**config.mk**
```make
export PLATFORM = sky130hd
export DESIGN_NAME = cardinal_mem_arbiter
export DESIGN_NICKNAME = d
export VERILOG_FILES = /design/src/rtl/cardinal_mem_pkg.sv /design/src/rtl/cardinal_rr_arbiter.sv /design/src/rtl/cardinal_mem_arbiter.sv
export SDC_FILE = /design/constraint.sdc
export NUM_CORES = 1
export LEC_CHECK = 0
export ABC_AREA = 1
export CAP_MARGIN = 20
export CORE_AREA = 2 2 245 247
export CTS_CLUSTER_SIZE = 24
export DETAILED_ROUTE_END_ITERATION = 10
export DIE_AREA = 0 0 247 249
export GPL_TIMING_DRIVEN = 0
export PLACE_DENSITY = 0.44
export REMOVE_ABC_BUFFERS = 1
export SYNTH_ARGS = -nofsm -noshare
export SYNTH_HDL_FRONTEND = slang
export SYNTH_HIERARCHICAL = 1
export SYNTH_SLANG_ARGS = --single-unit
```
**constraint.sdc**
```tcl
create_clock -name clk -period 3.2 [get_ports clk]
set_input_delay 0.64 -clock clk [delete_from_list [all_inputs] [get_ports clk]]
set_output_delay 0.64 -clock clk [all_outputs]
set_load 0.05 [all_outputs]
```
**src/rtl/cardinal_mem_pkg.sv**
```systemverilog
// Shared types and defaults for the cardinal data-memory arbiter.
// Also holds the slice helper for the MSB-first flattened per-node buses.
package cardinal_mem_pkg;

  localparam int unsigned NUM_REQ_DEF = 4;
  localparam int unsigned ADDR_W_DEF  = 32;
  localparam int unsigned DATA_W_DEF  = 64;
  localparam int unsigned RD_LAT_DEF  = 1;

  typedef enum logic [1:0] {
    ARB     = 2'd0,
    RD_WAIT = 2'd1,
    RD_RESP = 2'd2
  } arb_state_e;

  // Lowest bit index of node idx's field in a flattened bus of width-bit fields.
  function automatic int unsigned slice_lo(input int unsigned idx, input int unsigned width);
    return idx * width;
  endfunction

endpackage

```
**src/rtl/cardinal_rr_arbiter.sv**
```systemverilog
// Combinational round-robin pick: first requester at or above rr_ptr, wrapping.
module cardinal_rr_arbiter
  import cardinal_mem_pkg::*;
#(
  parameter int unsigned NUM_REQ = NUM_REQ_DEF,
  localparam int unsigned PTR_W  = (NUM_REQ > 1) ? $clog2(NUM_REQ) : 1
) (
  input  logic [0:NUM_REQ-1] req,
  input  logic [PTR_W-1:0]   rr_ptr,
  output logic [0:NUM_REQ-1] grant,
  output logic [PTR_W-1:0]   winner
);

  always_comb begin
    int unsigned idx;
    logic        found;
    idx    = 0;
    found  = 1'b0;
    grant  = '0;
    winner = '0;
    for (int unsigned k = 0; k < NUM_REQ; k++) begin
      idx = (32'(rr_ptr) + k) % NUM_REQ;
      if (!found && req[idx]) begin
        grant[idx] = 1'b1;
        winner     = PTR_W'(idx);
        found      = 1'b1;
      end
    end
  end

endmodule

```
**src/rtl/cardinal_mem_arbiter.sv**
```systemverilog
// Round-robin arbiter sharing one single-ported data memory among the cardinal
// CPU nodes; writes retire at grant, reads hold the node until data returns.
module cardinal_mem_arbiter
  import cardinal_mem_pkg::*;
#(
  parameter int unsigned NUM_REQ = NUM_REQ_DEF,
  parameter int unsigned ADDR_W  = ADDR_W_DEF,
  parameter int unsigned DATA_W  = DATA_W_DEF,
  parameter int unsigned RD_LAT  = RD_LAT_DEF
) (
  input  logic                      clk,
  input  logic                      reset,
  input  logic [0:NUM_REQ-1]        req_en,
  input  logic [0:NUM_REQ-1]        req_wr_en,
  input  logic [0:NUM_REQ*ADDR_W-1] req_addr,
  input  logic [0:NUM_REQ*DATA_W-1] req_wdata,
  output logic [0:NUM_REQ-1]        req_stall,
  output logic [0:NUM_REQ-1]        rsp_valid,
  output logic [0:DATA_W-1]         rsp_rdata,
  output logic                      mem_en,
  output logic                      mem_wr_en,
  output logic [0:ADDR_W-1]         mem_addr,
  output logic [0:DATA_W-1]         mem_wdata,
  input  logic [0:DATA_W-1]         mem_rdata
);

  localparam int unsigned PTR_W = (NUM_REQ > 1) ? $clog2(NUM_REQ) : 1;
  localparam int unsigned CNT_W = $clog2(RD_LAT + 1);

  arb_state_e         state;
  logic [PTR_W-1:0]   rr_ptr;
  logic [PTR_W-1:0]   owner;
  logic [CNT_W-1:0]   cnt;
  logic [0:NUM_REQ-1] grant;
  logic [PTR_W-1:0]   winner;
  logic [PTR_W-1:0]   ptr_next;
  logic               any_grant;
  logic [0:NUM_REQ-1] owner_onehot;

  cardinal_rr_arbiter #(
    .NUM_REQ (NUM_REQ)
  ) u_rr (
    .req    (req_en),
    .rr_ptr (rr_ptr),
    .grant  (grant),
    .winner (winner)
  );

  // A grant only happens in ARB and never on a reset edge.
  always_comb begin
    any_grant = reset && (state == ARB) && (|grant);
    ptr_next  = (winner == PTR_W'(NUM_REQ - 1)) ? '0 : winner + PTR_W'(1);
  end

  // Stall releases on a same-cycle write grant or on the read response cycle.
  always_comb begin
    req_stall    = '0;
    owner_onehot = '0;
    for (int unsigned i = 0; i < NUM_REQ; i++) begin
      owner_onehot[i] = (owner == PTR_W'(i));
      req_stall[i]    = req_en[i] &
                        ~((any_grant & grant[i] & req_wr_en[i]) |
                          ((state == RD_RESP) & owner_onehot[i]));
    end
  end

  always_ff @(posedge clk) begin
    if (!reset) begin
      state     <= ARB;
      rr_ptr    <= '0;
      cnt       <= '0;
      owner     <= '0;
      mem_en    <= 1'b0;
      mem_wr_en <= 1'b0;
      mem_addr  <= '0;
      mem_wdata <= '0;
      rsp_valid <= '0;
      rsp_rdata <= '0;
    end else begin
      mem_en    <= 1'b0;
      rsp_valid <= '0;
      case (state)
        ARB: begin
          if (any_grant) begin
            mem_en    <= 1'b1;
            mem_wr_en <= req_wr_en[winner];
            mem_addr  <= req_addr[slice_lo(32'(winner), ADDR_W) +: ADDR_W];
            mem_wdata <= req_wdata[slice_lo(32'(winner), DATA_W) +: DATA_W];
            rr_ptr    <= ptr_next;
            if (!req_wr_en[winner]) begin
              owner <= winner;
              cnt   <= CNT_W'(RD_LAT);
              state <= RD_WAIT;
            end
          end
        end
        RD_WAIT: begin
          // Count down the memory latency, then capture the read word.
          if (cnt == '0) begin
            rsp_rdata <= mem_rdata;
            rsp_valid <= owner_onehot;
            state     <= RD_RESP;
          end else begin
            cnt <= cnt - CNT_W'(1);
          end
        end
        RD_RESP: state <= ARB;
        default: state <= ARB;
      endcase
    end
  end

endmodule

```
[Yosys cells after proc, flatten, opt, wreduce, memory -nomap -nowiden]
Index checks and enable logic that the tools add are counted.
Operators by class
  add/subtract/negate cells: 5
  $mul: 0
  div/mod/pow operators: 0
  $lt $le $gt $ge: 9
  eq/ne operators: 9
  shift-type cells: 2
  mux-type cells: 44
  bitwise gates (word level): 38
  reductions and logical operators: 23
Operators by type and width (count)
  256-bit by 33-bit variable part select with 257-bit output: 1
  33-bit by 3-bit >= comparator with 1-bit output (second input constant): 4
  33-bit by 1-bit less-than comparator with 1-bit output (second input constant): 4
  2-bit NOT with 33-bit output: 4
  128-bit by 33-bit variable part select with 129-bit output: 1
  7-bit NOT with 33-bit output: 1
  8-bit NOT with 33-bit output: 1
  1-bit two-way mux: 21
  1-bit AND: 16
  2-bit two-way mux: 8
  4-bit two-way mux: 4
  4-bit OR: 3
  1-bit binary-select mux with 2-bit select: 5
  1-bit logical AND: 9
  3-bit AND reduction: 3
  1-bit demux with 2-bit select: 4
  2-bit equality test (second input constant): 4
  1-bit NOT: 8
  2-bit inequality test (second input constant): 3
  2-bit AND reduction: 3
  2-bit by 1-bit adder with 2-bit output (second input constant): 2
  2-bit adder (second input constant): 2
  2-bit by 1-bit equality test with 1-bit output (second input constant): 2
  2-bit zero test: 2
  other kinds (10): 15
Word-level totals
  bits in registers: 173
  bits in latches: 0
  RAM bits: 0
  ROM bits: 0
  input bits: 458
  output and inout bits: 170
  word-level logic and storage cells: 140
  memories kept: 0

[Depth between registers and ports, before layout]
Gate-level depths: netlist (run 1).
  depth after elaboration: 21
  depth in mapped cells: 20
  depth with buffers taken out: 17

[Modules after synthesis]
The synthesis (run 1) kept the hierarchy.
By module, submodules not included
  cardinal_mem_arbiter: times used 1, cells an instance 1314, area an instance 8679.6 um2, sequential area each 3463.3 um2
  cardinal_rr_arbiter: times used 1, cells an instance 82, area an instance 515.5 um2, sequential area each 0.0 um2

[Least setup slack after synthesis (run 1)]
OpenSTA, ideal clock, no wires.
  kind: register -> output
  start point: register rr_ptr[1]
  end point: output port req_stall[0] in the netlist's numbering
  arrival: 2957 ps
  data required time: 2560 ps
  slack: -397 ps
  stages on the path, launching flop included: 16
  buffers on the path: 2
  cells stage by stage: dfxtp_1 -> bufinv_8 -> ha_1 -> inv_1 -> nand3_1 -> nand2_1 -> nor2_2 -> a21oi_1 -> nand3_1 -> nor2_1 -> nand2_1 -> nand2_1 -> inv_2 -> buf_4 -> buf_4 -> a31oi_1
Between the ends
  cells in the longest elaborated chain, start to end: 21
  elaborated cells between the ends (all ways): 62
  those cells by class: add/sub (3); order compare (8); mux (27); bitwise (12); reduce/logical (12)
RTL lines
  start: declaration: line cardinal_mem_arbiter.sv:31  | logic [PTR_W-1:0] rr_ptr;
  start signal: assignment: line cardinal_mem_arbiter.sv:89  | rr_ptr <= ptr_next;
  parallel branches: the longest is 13 deep, another holds 33-bit by 3-bit >= comparator with 1-bit output
  4-bit two-way mux (*): line cardinal_rr_arbiter.sv:23  | if (!found && req[idx]) begin
  via grant (one bit): line cardinal_mem_arbiter.sv:34  | logic [0:NUM_REQ-1] grant;
  4-bit OR reduction: line cardinal_mem_arbiter.sv:51  | any_grant = reset && (state == ARB) && (|grant);
  1-bit logical AND: line cardinal_mem_arbiter.sv:51
  1-bit AND (*) (2 in a row): line cardinal_mem_arbiter.sv:62  | ~((any_grant & grant[i] & req_wr_en[i]) |
  1-bit OR (*): line cardinal_mem_arbiter.sv:62
  1-bit NOT (*): line cardinal_mem_arbiter.sv:62
  1-bit AND (*): line cardinal_mem_arbiter.sv:61  | req_stall[i] = req_en[i] &
  end: declaration: line cardinal_mem_arbiter.sv:17  | output logic [0:NUM_REQ-1] req_stall,
Mark *: on every way through the listed nets, which the timed path passes. The select of a mux whose other input is x is not followed.

[Final worst setup path (run 1)]
  start point: register rr_ptr[0]
  end point: output port req_stall[0] in the netlist's numbering
Between the ends
  cells in the longest elaborated chain, start to end: 21
  elaborated cells between the ends (all ways): 62
  those cells by class: add/sub (3); order compare (8); mux (27); bitwise (12); reduce/logical (12)
RTL lines (line)
  parallel branches: the longest is 13 deep, another holds 33-bit by 3-bit >= comparator with 1-bit output
  4-bit two-way mux (*): cardinal_rr_arbiter.sv:23
  via grant (one bit): cardinal_mem_arbiter.sv:34
  4-bit OR reduction (*): cardinal_mem_arbiter.sv:51
  1-bit logical AND (*): cardinal_mem_arbiter.sv:51
  1-bit AND (*) (2 in a row): cardinal_mem_arbiter.sv:62
  1-bit OR (*): cardinal_mem_arbiter.sv:62
  1-bit NOT (*): cardinal_mem_arbiter.sv:62
  1-bit AND (*): cardinal_mem_arbiter.sv:61
Marked as above.

==> results of run 1 <==
metal layers:
| metal | part of all wire (%) | vias to the layer above | track usage [%] |
|---|---|---|---|
| li1 | - | 5857 | - |
| met1 | 38 | 5551 | 17.7 |
| met2 | 50 | 484 | 30.5 |
| met3 | 8.6 | 56 | 5.68 |
| met4 | 2.7 | 0 | 6.37 |
| met5 | 0 | - | 0 |
worst max-delay path by stage:
stage,endpoint,slack [ps]
floorplan,state[0],-7160
detailed placement,req_stall[3],-1850
finish,req_stall[0],-10
CTS,req_stall[0],8
global route,req_stall[0],-120
global placement,mem_addr[16],-16990
placed cells by master (no fill, tap or decap), types with 6 or more instances in the layout:
master and n:
nand3_1 16, nor2_1 395, clkbuf_16 17, a21oi_1 68, clkdlybuf4s50_1 618, o21ai_0 321, o21ai_1 35, nand2_4 6
buf_16 8, nand3_2 10, buf_4 23, nor2_2 6, inv_1 79, dfxtp_1 171, o22ai_1 95, nand2_1 24
buf_6 7
report_power, final:
group | internal (mW) | switching (mW) | leakage, nW
logic | 4.72 | 9.57 | 4.59
clock network | 1.02 | 1.03 | 0.256
registers | 2.92 | 0.372 | 1.42
flip-flops by register name, summed over array words and instances, names as in the netlist:
register / count
cnt: 1
mem_addr: 32
mem_wr_en: 1
owner: 2
rsp_rdata: 64
rsp_valid: 4
rr_ptr: 2
mem_en: 1
state: 2
mem_wdata: 64
per-stage QoR:
stage	hold slack (ps)	setup slack (ps)	std cells	setup TNS, ps	util, %
3_5_place_dp	436	-1850	2690	-87760	27.6
2_1_floorplan	455	-7160	1278	-734900	-
3_3_place_gp	432	-16990	2678	-1886830	27.1
5_1_grt	458	-117	2755	-320	29.5
4_1_cts	447	7.89	2746	0	29.3
6_report	443	-13.3	2755	-13.3	29.5
logic make-up after synthesis:
logic type	Yosys count	share of synthesized area, %
buf+inv	206	9.88
flops	173	37.7
fa+ha+maj	6	0.816
compound gates	537	30.8
simple gates	474	20.8
timing repair:
| action | in CTS | in global routing |
|---|---|---|
| endpoints found under the hold margin | 0 | 0 |
| pin swaps | 20 | 9 |
| setup buffers | 17 | 8 |
| endpoints found under the setup margin | 108 | 57 |
| cloned | 8 | 0 |
| resized for setup | 84 | 16 |
final cells by class:
class	count	area [um2]	share of cell area [%]
timing repair inverter	2	17.5	0.101
clock inverter	13	114	0.658
timing repair buffer	665	6790	39.2
inverter	88	390	2.25
tap	773	967	5.59
clock buffer	18	439	2.54
multi-input combinational	1022	5120	29.6
antenna	1	2.50	0.0145
sequential	173	3470	20.0
tightest hold or removal path, cell delays in order, from the launching register on:
cell and delay (ps):
dfxtp_1 310, inv_1 40, a21oi_1 50
==> summary.txt, run 1 <==
GRT
  – Grt ovf: 0
  – Vias in the first global route: 12.0k
  – First-pass GRT wire length: 76000 um
  – Largest net degree at the start of global routing: 91
  – Total Routing Usage GR: 16.8%
  – Initial antenna violation count: 4

Clock network
  – Clock sink count: 173
  – CTS buffer count: 17
  – Root Driver: clkbuf_16
  – Later-pin clock latency in the skew report: 490 ps
  – Max clock buf depth: 2
  – Hold Buf Count CTS: 0
  – CTS tree: done
  – H-tree Lvls: 4
  – Worst-path clk slew: 70 ps

STA
  – Final Setup Violations: 1
  – Setup WS post-layout: -13.3 ps
  – Crit path time final: 3210 ps
  – Fmax: 311 MHz
  – Max-slew violation count: 0
  – Period utilization: 100%
  – Slew HR: 38.7%
  – Max Clock Skew: 24.0 ps
  – Fin. Hold Viols: 0
  – RSZ-0062 raised after global routing: true
  – Worst Max-Slew Pin Slew: 919 ps

Worst setup path
  – Startpoint types: flop
  – Crit path depth: 12
  – Buffers plus inverters on the worst setup path: 4
  – Critical Path Fanout Max: 6
  – Crit end category: output pin
  – Launch instance of the worst register-to-register path: rr_ptr[0]
  – Worst Reg-to-Reg Cells: 14
  – Largest stage delay on the critical path: 400 ps
  – CP Launch Point: rr_ptr[0]
  – CP Data Required Time: 2560 ps
  – Crit Path Category: reg2out
  – Worst reg2reg endpoint: mem_wdata[22]
  – Critical-path cell list: clkinv_8 > buf_4 > ha_1 > a21boi_0 > a21oi_2 > nand3_2 > nor2_4 > nand2_4 > nand2_8 > inv_16 > a31oi_4 > buf_6
  – Crit path DAT: 2570 ps
  – R2R setup slack: 150 ps
  – Crit-path leading delay family: compound AO/OA/AOI/OAI gates
  – CP max stage cell: dfxtp_4

Power
  – Power per cell area: 1130 mW/mm2
  – Peak VDD IR: 0.555 mV
  – Pwr Total: 19.6 mW
  – Leak: 6.27 nW

Synthesis
  – Synth area leaders: dfxtp_1 38%, o21ai_0 18%, nor2_1 16%
  – Post-synth cell types: 33
  – Post-Syn Area: 0.00920 mm2
  – Post-synth top cells: 402 x nor2_1, 322 x o21ai_0, 173 x dfxtp_1, 96 x o22ai_1, 81 x inv_1
  – Post-synthesis sequential area ratio: 37.7%
  – Post-synth EDFFs: 0
  – Synth top area share: 37.7%
  – Seq cells post-synth: 173
  – Area leader, netlist: dfxtp_1
  – Most used DFF post-synth: dfxtp_1
  – Syn Inst Count: 1396
  – Ys Warns: 6
  – Ys async rst share: 0%
  – Syn avg cell area: 6.59 um2
  – Most instantiated library cell after synthesis: nor2_1

Routing
  – Post-route ant nets: 0
  – Vias per inst: 4.34
  – Initial DRC count: 467
  – First drt pass iteration count: 5
  – Wire per inst: 19.5 um
  – Residual DRC: 0
  – Routed vias: 11.9k
  – Routed WL: 53700 um

Floorplan
  – Core area: 0.0587 mm2
  – Die ar.: 0.0615 mm2
  – Die height: 249 um
  – Die width: 247 um
  – Starting Density: 15.7%
  – I/O pin count: 628
  – FP Rows: 89

Cells and area
  – Finished Cell Area: 0.0173 mm2
  – Area Overhead vs Synth: 88.3%
  – Final #Nets: 2433
  – Fill count: 6370
  – Layout cell share with drive strength beyond 1: 6.92%

Run status
  – Failing checks: setup timing
  – Outcome: finished, violations left

Placed design
  – Port Buffer Count: 627
  – Final GP Congestion: 0.806
  – Post-DP Area: 0.0162 mm2
  – Hpwl dp: 36800 um

Min path
  – Worst Hold Class: reg2reg
  – Hold Crit Start: rsp_rdata[47]
  – Hold depth: 2
  – Hold Path End: rsp_rdata[47]

Flow run
  – Max Cap Viol: 0
(Power assumes the default switching activity.)
==> inputs of run 2 (changes only) <==
--- a/config.mk
+++ b/config.mk
@@ -5,7 +5,6 @@
 export SDC_FILE = /design/constraint.sdc
 export NUM_CORES = 1
 export LEC_CHECK = 0
-export ABC_AREA = 1
 export CAP_MARGIN = 20
 export CORE_AREA = 2 2 245 247
 export CTS_CLUSTER_SIZE = 24
@@ -14,6 +13,7 @@
 export GPL_TIMING_DRIVEN = 0
 export PLACE_DENSITY = 0.44
 export REMOVE_ABC_BUFFERS = 1
+export SKIP_CTS_REPAIR_TIMING = 1
 export SYNTH_ARGS = -nofsm -noshare
 export SYNTH_HDL_FRONTEND = slang
 export SYNTH_HIERARCHICAL = 1
==> run 2 against run 1 <==
Effect of this change:
- sequential share of layout area down 0.92 points
- critical endpoint is now mem_wdata[52]
- the flow still finishes with violations (setup timing)
- combinational power down 27%
- non-clock buffer count increased by 58
- global-route usage down 1.1 points
- clock-buffer cell count stayed put
- hold slack better by 19 ps
- critical path depth down 2
==> summary.txt, run 2 <==
Worst setup path
  – Largest stage delay on the critical path: 810 ps (+410 ps)
  – Critical-path cell list: inv_2 > ha_4 > mux4_2 > buf_6 > a22oi_2 > o21ai_2 > or4_4 > buf_16 > nand3_1 > a21boi_0
  – CP max stage cell: or4_4
  – Crit path DAT: 3640 ps (+1070 ps)
  – Critical Path Fanout Max: 67 (+61)
  – CP Data Required Time: 3550 ps (+990 ps)
  – Buffers plus inverters on the worst setup path: 3 (-1)
  – R2R setup slack: -80 ps (-230 ps)
  – Crit-path leading delay family: simple AND/OR/NAND/NOR gates
  – Crit end category: flop
  – Startpoint types: flop
  – Crit Path Category: reg2reg

Power
  – Power per cell area: 869 mW/mm2 (-23%)
  – Leak: 6.16 nW (-1.8%)
  – Pwr Total: 15.8 mW (-20%)
  – Peak VDD IR: 0.503 mV (-9.4%)

Clock network
  – Root Driver: clkbuf_16
  – CTS buffer count: 17 (unchanged)
  – Max clock buf depth: 2 (unchanged)
  – Later-pin clock latency in the skew report: 490 ps (about the same)
  – Worst-path clk slew: 70 ps (about the same)
  – Clock sink count: 173 (unchanged)
  – CTS tree: done
  – H-tree Lvls: 4 (unchanged)

Cells and area
  – Finished Cell Area: 0.0181 mm2 (+4.8%)
  – Storage cell area: 0.00347 mm2 (unchanged)
  – Multi-input logic area: 0.00565 mm2 (+10%)
  – Biggest regs: mem_wdata x64, rsp_rdata x64, mem_addr x32
  – Most frequent cells in the layout: 618 x clkdlybuf4s50_1, 171 x dfxtp_1, 151 x a21boi_0
  – Fin util: 30.9% (+1.4 points)
  – Fill count: 6089 (-4.4%)
  – Area Overhead vs Synth: 92.0%
  – Commonest non-fill, non-tap cell in the layout: clkdlybuf4s50_1
  – Layout cell share with drive strength beyond 1: 16.4% (+9.5 points)
  – Final #Nets: 2049 (-16%)
  – Finished Layout Cells: 2381 (-14%)

Routing
  – Wire per inst: 21.5 um (+10%)
  – Post-route ant nets: 0 (unchanged)
  – First drt pass iteration count: 5 (unchanged)
  – Routed vias: 10.3k (-14%)
  – Initial DRC count: 388 (-17%)
  – Residual DRC: 0 (unchanged)
  – Routed WL: 51200 um (-4.7%)
  – Vias per inst: 4.32 (-0.34%)

STA
  – Period utilization: 103% (+2.1 points)
  – Max-slew violation count: 0 (unchanged)
  – Crit path time final: 3280 ps (+68.4 ps)
  – Final Setup Violations: 44 (+43)
  – RSZ-0062 raised after global routing: true
  – Slew HR: 41.1% (+2.5 points)
  – Setup WS post-layout: -81.6 ps (-68.4 ps)
  – Fin. Hold Viols: 0 (unchanged)
  – Worst Max-Slew Pin Slew: 883 ps (-35.7 ps)
  – Hold_ws: 463 ps (+19.5 ps)
  – Fmax: 305 MHz (-2.1%)
  – Setup_tns: -1880 ps (-1870 ps)
  – Max Clock Skew: 11.8 ps (-12.3 ps)

Floorplan
  – Die ar.: 0.0615 mm2 (unchanged)
  – FP Rows: 89 (unchanged)
  – Die height: 249 um (unchanged)
  – Starting Density: 16.1% (+0.43 points)
  – I/O pin count: 628 (unchanged)
  – Core area: 0.0587 mm2 (unchanged)
  – Die width: 247 um (unchanged)

Synthesis
  – Syn avg cell area: 10.0 um2 (+52%)
  – Post-synth EDFFs: 0 (unchanged)
  – Post-synth top cells: 173 x dfxtp_1, 151 x a21boi_0, 133 x nand2_1, 102 x o21ai_0, 100 x mux4_2
  – Synth top area share: 36.6% (-1.0 points)
  – Ys Warns: 6 (unchanged)
  – Seq cells post-synth: 173 (unchanged)
  – Synth area leaders: dfxtp_1 37%, mux4_2 24%, a21boi_0 12%
  – Syn Inst Count: 944 (-32%)
  – Post-synthesis sequential area ratio: 36.6% (-1.0 points)
  – Post-synth cell types: 45 (+36%)
  – Most used DFF post-synth: dfxtp_1
  – Ys async rst share: 0% (unchanged)
  – Area leader, netlist: dfxtp_1
  – Most instantiated library cell after synthesis: dfxtp_1
  – Post-Syn Area: 0.00945 mm2 (+2.8%)

Min path
  – Worst Hold Class: reg2reg

Placed design
  – Port Buffer Count: 627 (unchanged)
  – Post-DP Area: 0.0169 mm2 (+4.3%)
  – Place WS: -1500 ps (+350 ps)
  – Hpwl dp: 39800 um (+8.2%)
  – Final GP Congestion: 0.796 (-1.3%)
  – Placed Cells: 2282 (-15%)

Run status
  – Failing checks: setup timing
  – Outcome: finished, violations left

GRT
  – First-pass GRT wire length: 70000 um (-7.9%)
  – Total Routing Usage GR: 15.7% (-1.1 points)
  – Vias in the first global route: 10.3k (-15%)
  – Grt ovf: 0 (unchanged)
  – Initial antenna violation count: 23 (+19)
  – Largest net degree at the start of global routing: 87 (-4.4%)

Flow run
  – Max Cap Viol: 0 (unchanged)
## run 2: metal layers
layer	routed length [um]	share of wire, %	vias to the layer above	global-route usage [%]
met5	80	0.16	-	0
met4	731	1.4	10	5.34
met3	4880	9.5	51	6.78
met2	26800	52	448	27.9
met1	18700	36	4967	16.5
li1	-	-	4815	-
## run 2: path summary, 6_finish.rpt
check	from	endpoint	cells past startpoint
max reg2reg	rr_ptr[1]	mem_wdata[52]	10
max	rr_ptr[1]	mem_wdata[52]	10
min	rsp_rdata[46]	rsp_rdata[46]	2
min reg2reg	rsp_rdata[46]	rsp_rdata[46]	2
## run 2: logic make-up after synthesis
family / after synthesis / synth area share, %
compound gates: 296 / 20.7
fa+ha+maj: 6 / 0.794
simple gates: 257 / 12.5
buf+inv: 107 / 4.85
flops: 173 / 36.6
mux: 105 / 24.5
## run 2: where the power goes
part | total, mW | switching (mW) | internal, mW
Combinational | 10.4 | 6.00 | 4.37
Sequential | 3.31 | 0.392 | 2.91
Clock | 2.11 | 1.07 | 1.04
## run 2: worst register-to-register path: stages (launching register included)
cell	delay, ps
dfxtp_4	390
inv_2	70
ha_4	300
mux4_2	410
buf_6	180
a22oi_2	210
o21ai_2	130
or4_4	810
buf_16	300
nand3_1	260
a21boi_0	100
## run 2: cell type report
cell class	count	share of cell area [%]
diodes	10	0.138
clock buffers	18	2.42
clock inverters	14	0.696
inverters	6	0.124
multi-input cells	664	31.2
flip-flops and latches	173	19.1
well taps	773	5.33
repair buffers	723	41.0
==> inputs of run 3 (changes only) <==
--- a/config.mk
+++ b/config.mk
@@ -6,12 +6,13 @@
 export NUM_CORES = 1
 export LEC_CHECK = 0
 export CAP_MARGIN = 20
-export CORE_AREA = 2 2 245 247
+export CORE_AREA = 2 2 242 244
+export CTS_CLUSTER_DIAMETER = 100
 export CTS_CLUSTER_SIZE = 24
 export DETAILED_ROUTE_END_ITERATION = 10
-export DIE_AREA = 0 0 247 249
+export DIE_AREA = 0 0 244 246
 export GPL_TIMING_DRIVEN = 0
-export PLACE_DENSITY = 0.44
+export PLACE_DENSITY = 0.45
 export REMOVE_ABC_BUFFERS = 1
 export SKIP_CTS_REPAIR_TIMING = 1
 export SYNTH_ARGS = -nofsm -noshare
==> run 3 against run 2 <==
Effect of this change:
- the run still ends with setup timing left
- die area down 2.4%
- sequential share of layout area down 0.057 points
- setup slack worse by 55 ps
- non-clock buffer count up 1
- first-iteration DRC count up 0.77%
- maximum frequency down 1.7%
- global-route usage up 0.15 points
- sequential cell count unchanged
- via count down 0.51%
- utilization up 0.81 points
- design area up 0.30%
- sequential power about the same
- largest cell class unchanged
==> summary.txt, run 3 (synthesized netlist as in run 2, its figures left out) <==
Cells and area
  – Fill count: 5926 (-2.7%)
  – Multi-input logic area: 0.00564 mm2 (-0.20%)
  – Commonest non-fill, non-tap cell in the layout: clkdlybuf4s50_1
  – Layout cell share with drive strength beyond 1: 16.4% (unchanged)
  – Finished Cell Area: 0.0182 mm2 (+0.30%)
  – Biggest regs: mem_wdata x64, rsp_rdata x64, mem_addr x32
  – Final #Nets: 2050 (+0.049%)
  – Storage cell area: 0.00347 mm2 (unchanged)
  – Most frequent cells in the layout: 618 x clkdlybuf4s50_1, 171 x dfxtp_1, 144 x a21boi_0
  – Area Overhead vs Synth: 92.6%

STA
  – RSZ-0062 raised after global routing: true
  – Crit path time final: 3340 ps (+55.2 ps)
  – Fin. Hold Viols: 0 (unchanged)
  – Final Setup Violations: 71 (+61%)
  – Setup WS post-layout: -137 ps (-55.2 ps)
  – Fmax: 300 MHz (-1.7%)
  – Max-slew violation count: 0 (unchanged)
  – Slew HR: 42.5% (+1.3 points)
  – Period utilization: 104% (+1.7 points)
  – Max Clock Skew: 14.7 ps (+2.93 ps)
  – Worst Max-Slew Pin Slew: 859 ps (-23.8 ps)

Worst setup path
  – R2R setup slack: -140 ps (-60 ps)
  – Critical-path cell list: inv_4 > ha_4 > mux4_2 > buf_6 > nor3_4 > inv_2 > o22ai_4 > buf_12 > buf_12 > mux4_2 > nand3_1 > a21boi_0
  – CP Data Required Time: 3560 ps (about the same)
  – Crit Path Category: reg2reg
  – Startpoint types: flop
  – Buffers plus inverters on the worst setup path: 5 (+2)
  – Crit path depth: 12 (+2)
  – Crit end category: flop
  – CP max stage cell: o22ai_4
  – Critical Path Fanout Max: 27 (-60%)
  – Crit-path leading delay family: multiplexers
  – Worst reg2reg endpoint: mem_addr[2]
  – Worst Reg-to-Reg Cells: 12 (+2)
  – Crit path DAT: 3700 ps (+60 ps)
  – Largest stage delay on the critical path: 440 ps (-370 ps)
  – Launch instance of the worst register-to-register path: rr_ptr[0]

Floorplan
  – I/O pin count: 628 (unchanged)
  – Die height: 246 um (-1.2%)
  – FP Rows: 88 (-1.1%)
  – Core area: 0.0574 mm2 (-2.2%)
  – Die ar.: 0.0600 mm2 (-2.4%)
  – Die width: 244 um (-1.2%)
  – Starting Density: 16.5% (+0.37 points)

Routing
  – Initial DRC count: 391 (+0.77%)
  – Routed vias: 10.2k (-0.51%)
  – First drt pass iteration count: 4 (-1)
  – Post-route ant nets: 0 (unchanged)
  – Routed WL: 49900 um (-2.5%)
  – Vias per inst: 4.32 (about the same)
  – Residual DRC: 0 (unchanged)
  – Wire per inst: 21.0 um (-2.1%)

Clock network
  – H-tree Lvls: 4 (unchanged)
  – Max clock buf depth: 2 (unchanged)
  – Root Driver: clkbuf_16
  – CTS buffer count: 17 (unchanged)
  – Clock sink count: 173 (unchanged)
  – CTS tree: done
  – Later-pin clock latency in the skew report: 480 ps (about the same)
  – Worst-path clk slew: 70 ps (about the same)

Min path
  – Hold depth: 2 (unchanged)
  – Worst Hold Class: reg2reg
  – Hold Crit Start: rsp_rdata[50]
  – Hold Path End: rsp_rdata[50]

Run status
  – Failing checks: setup timing
  – Outcome: finished, violations left

Placed design
  – Final GP Congestion: 0.762 (-4.3%)
  – Port Buffer Count: 627 (unchanged)
  – Hpwl dp: 39400 um (-1.0%)
  – Post-DP Area: 0.0168 mm2 (-0.38%)

Power
  – Fraction of power consumed by sequential logic: 20.6% (-0.3 points)
  – Leak: 6.20 nW (+0.71%)
  – Net Sw Power: 7.31 mW (-1.9%)
  – Cell Int Power: 8.67 mW (+4.2%)
  – Power per cell area: 878 mW/mm2 (+1.0%)
  – Switching portion of total power: 45.8% (-1.5 points)
  – Pwr Total: 16.0 mW (+1.3%)
  – Peak VDD IR: 0.451 mV (-10%)
  – Comb pwr share: 64.6% (-1.1 points)
  – Clock network fraction of design power: 14.8% (+1.4 points)

GRT
  – Largest net degree at the start of global routing: 87 (unchanged)
  – Initial antenna violation count: 21 (-8.7%)
  – First-pass GRT wire length: 69500 um (-0.74%)
  – Vias in the first global route: 10.3k (+0.28%)
  – Grt ovf: 0 (unchanged)
  – Total Routing Usage GR: 15.9% (+0.15 points)

Flow run
  – Max Cap Viol: 0 (unchanged)
[run 3: cell count changes in the layout (fill, tap and decap cells not counted), moves of 3 or more]
| cell | delta |
|---|---|
| buf_12 | +8 |
| a21boi_0 | -7 |
| a21boi_1 | +7 |
| buf_4 | +6 |
| buf_6 | -5 |
| buf_8 | -4 |
| bufinv_16 | +4 |
| clkbuf_16 | -3 |
[run 3: power groups by stage]
stage               sequential (mW)  combinational (mW)  clock [mW]
global placement               2.76                5.87           0
global route                   3.39                10.9        2.55
CTS                            3.31                9.67        2.49
floorplan                      5.24                3.77           0
detailed placement             3.34                9.64           0
finish                         3.30                10.3        2.36
[run 3: cell type report]
cell class                 instances  area share (%)
timing repair buffer             724            40.9
multi-input combinational        664            31.0
sequential                       173            19.1
tap                              765            5.26
clock buffer                      18            2.41
clock inverter                    13            1.11
inverter                           6           0.151
antenna                            8           0.110
[run 3: worst min-delay path, stage by stage, from the launching register on]
cell and delay (ps):
dfxtp_1 310, nand2_1 50, a21boi_0 60
[run 3: worst max path at each step]
stage	slack, ps	startpoint	end
after floorplan	-13130	rr_ptr[0]	cnt
after detailed placement	-1180	rr_ptr[0]	mem_wdata[61]
after global routing	-270	rr_ptr[0]	req_stall[3]
final	-140	rr_ptr[0]	mem_addr[2]
after global placement	-20340	req_en[1]	mem_wdata[46]
after CTS	-1400	rr_ptr[0]	req_stall[3]
[run 3: through the flow]
stage          setup TNS, ps  util (%)  worst slack, ps  cells  hold WS (ps)
6_report               -4540      31.7             -137   2371           464
5_1_grt               -16110      31.7             -269   2369           479
4_1_cts               -99280      30.5            -1400   2302           467
3_5_place_dp          -94000      29.4            -1180   2271           457
3_3_place_gp        -2381050      28.3           -20340   2235           457
2_1_floorplan       -1417040         -           -13130    843           474
[run 3: per-layer routing]
metal	vias to the layer above	share of wire (%)	GRT usage, %
met5	-	0.14	0
met4	12	2.1	6.26
met3	49	9.5	6.50
met2	440	50	27.2
met1	4931	38	17.5
li1	4807	-	-
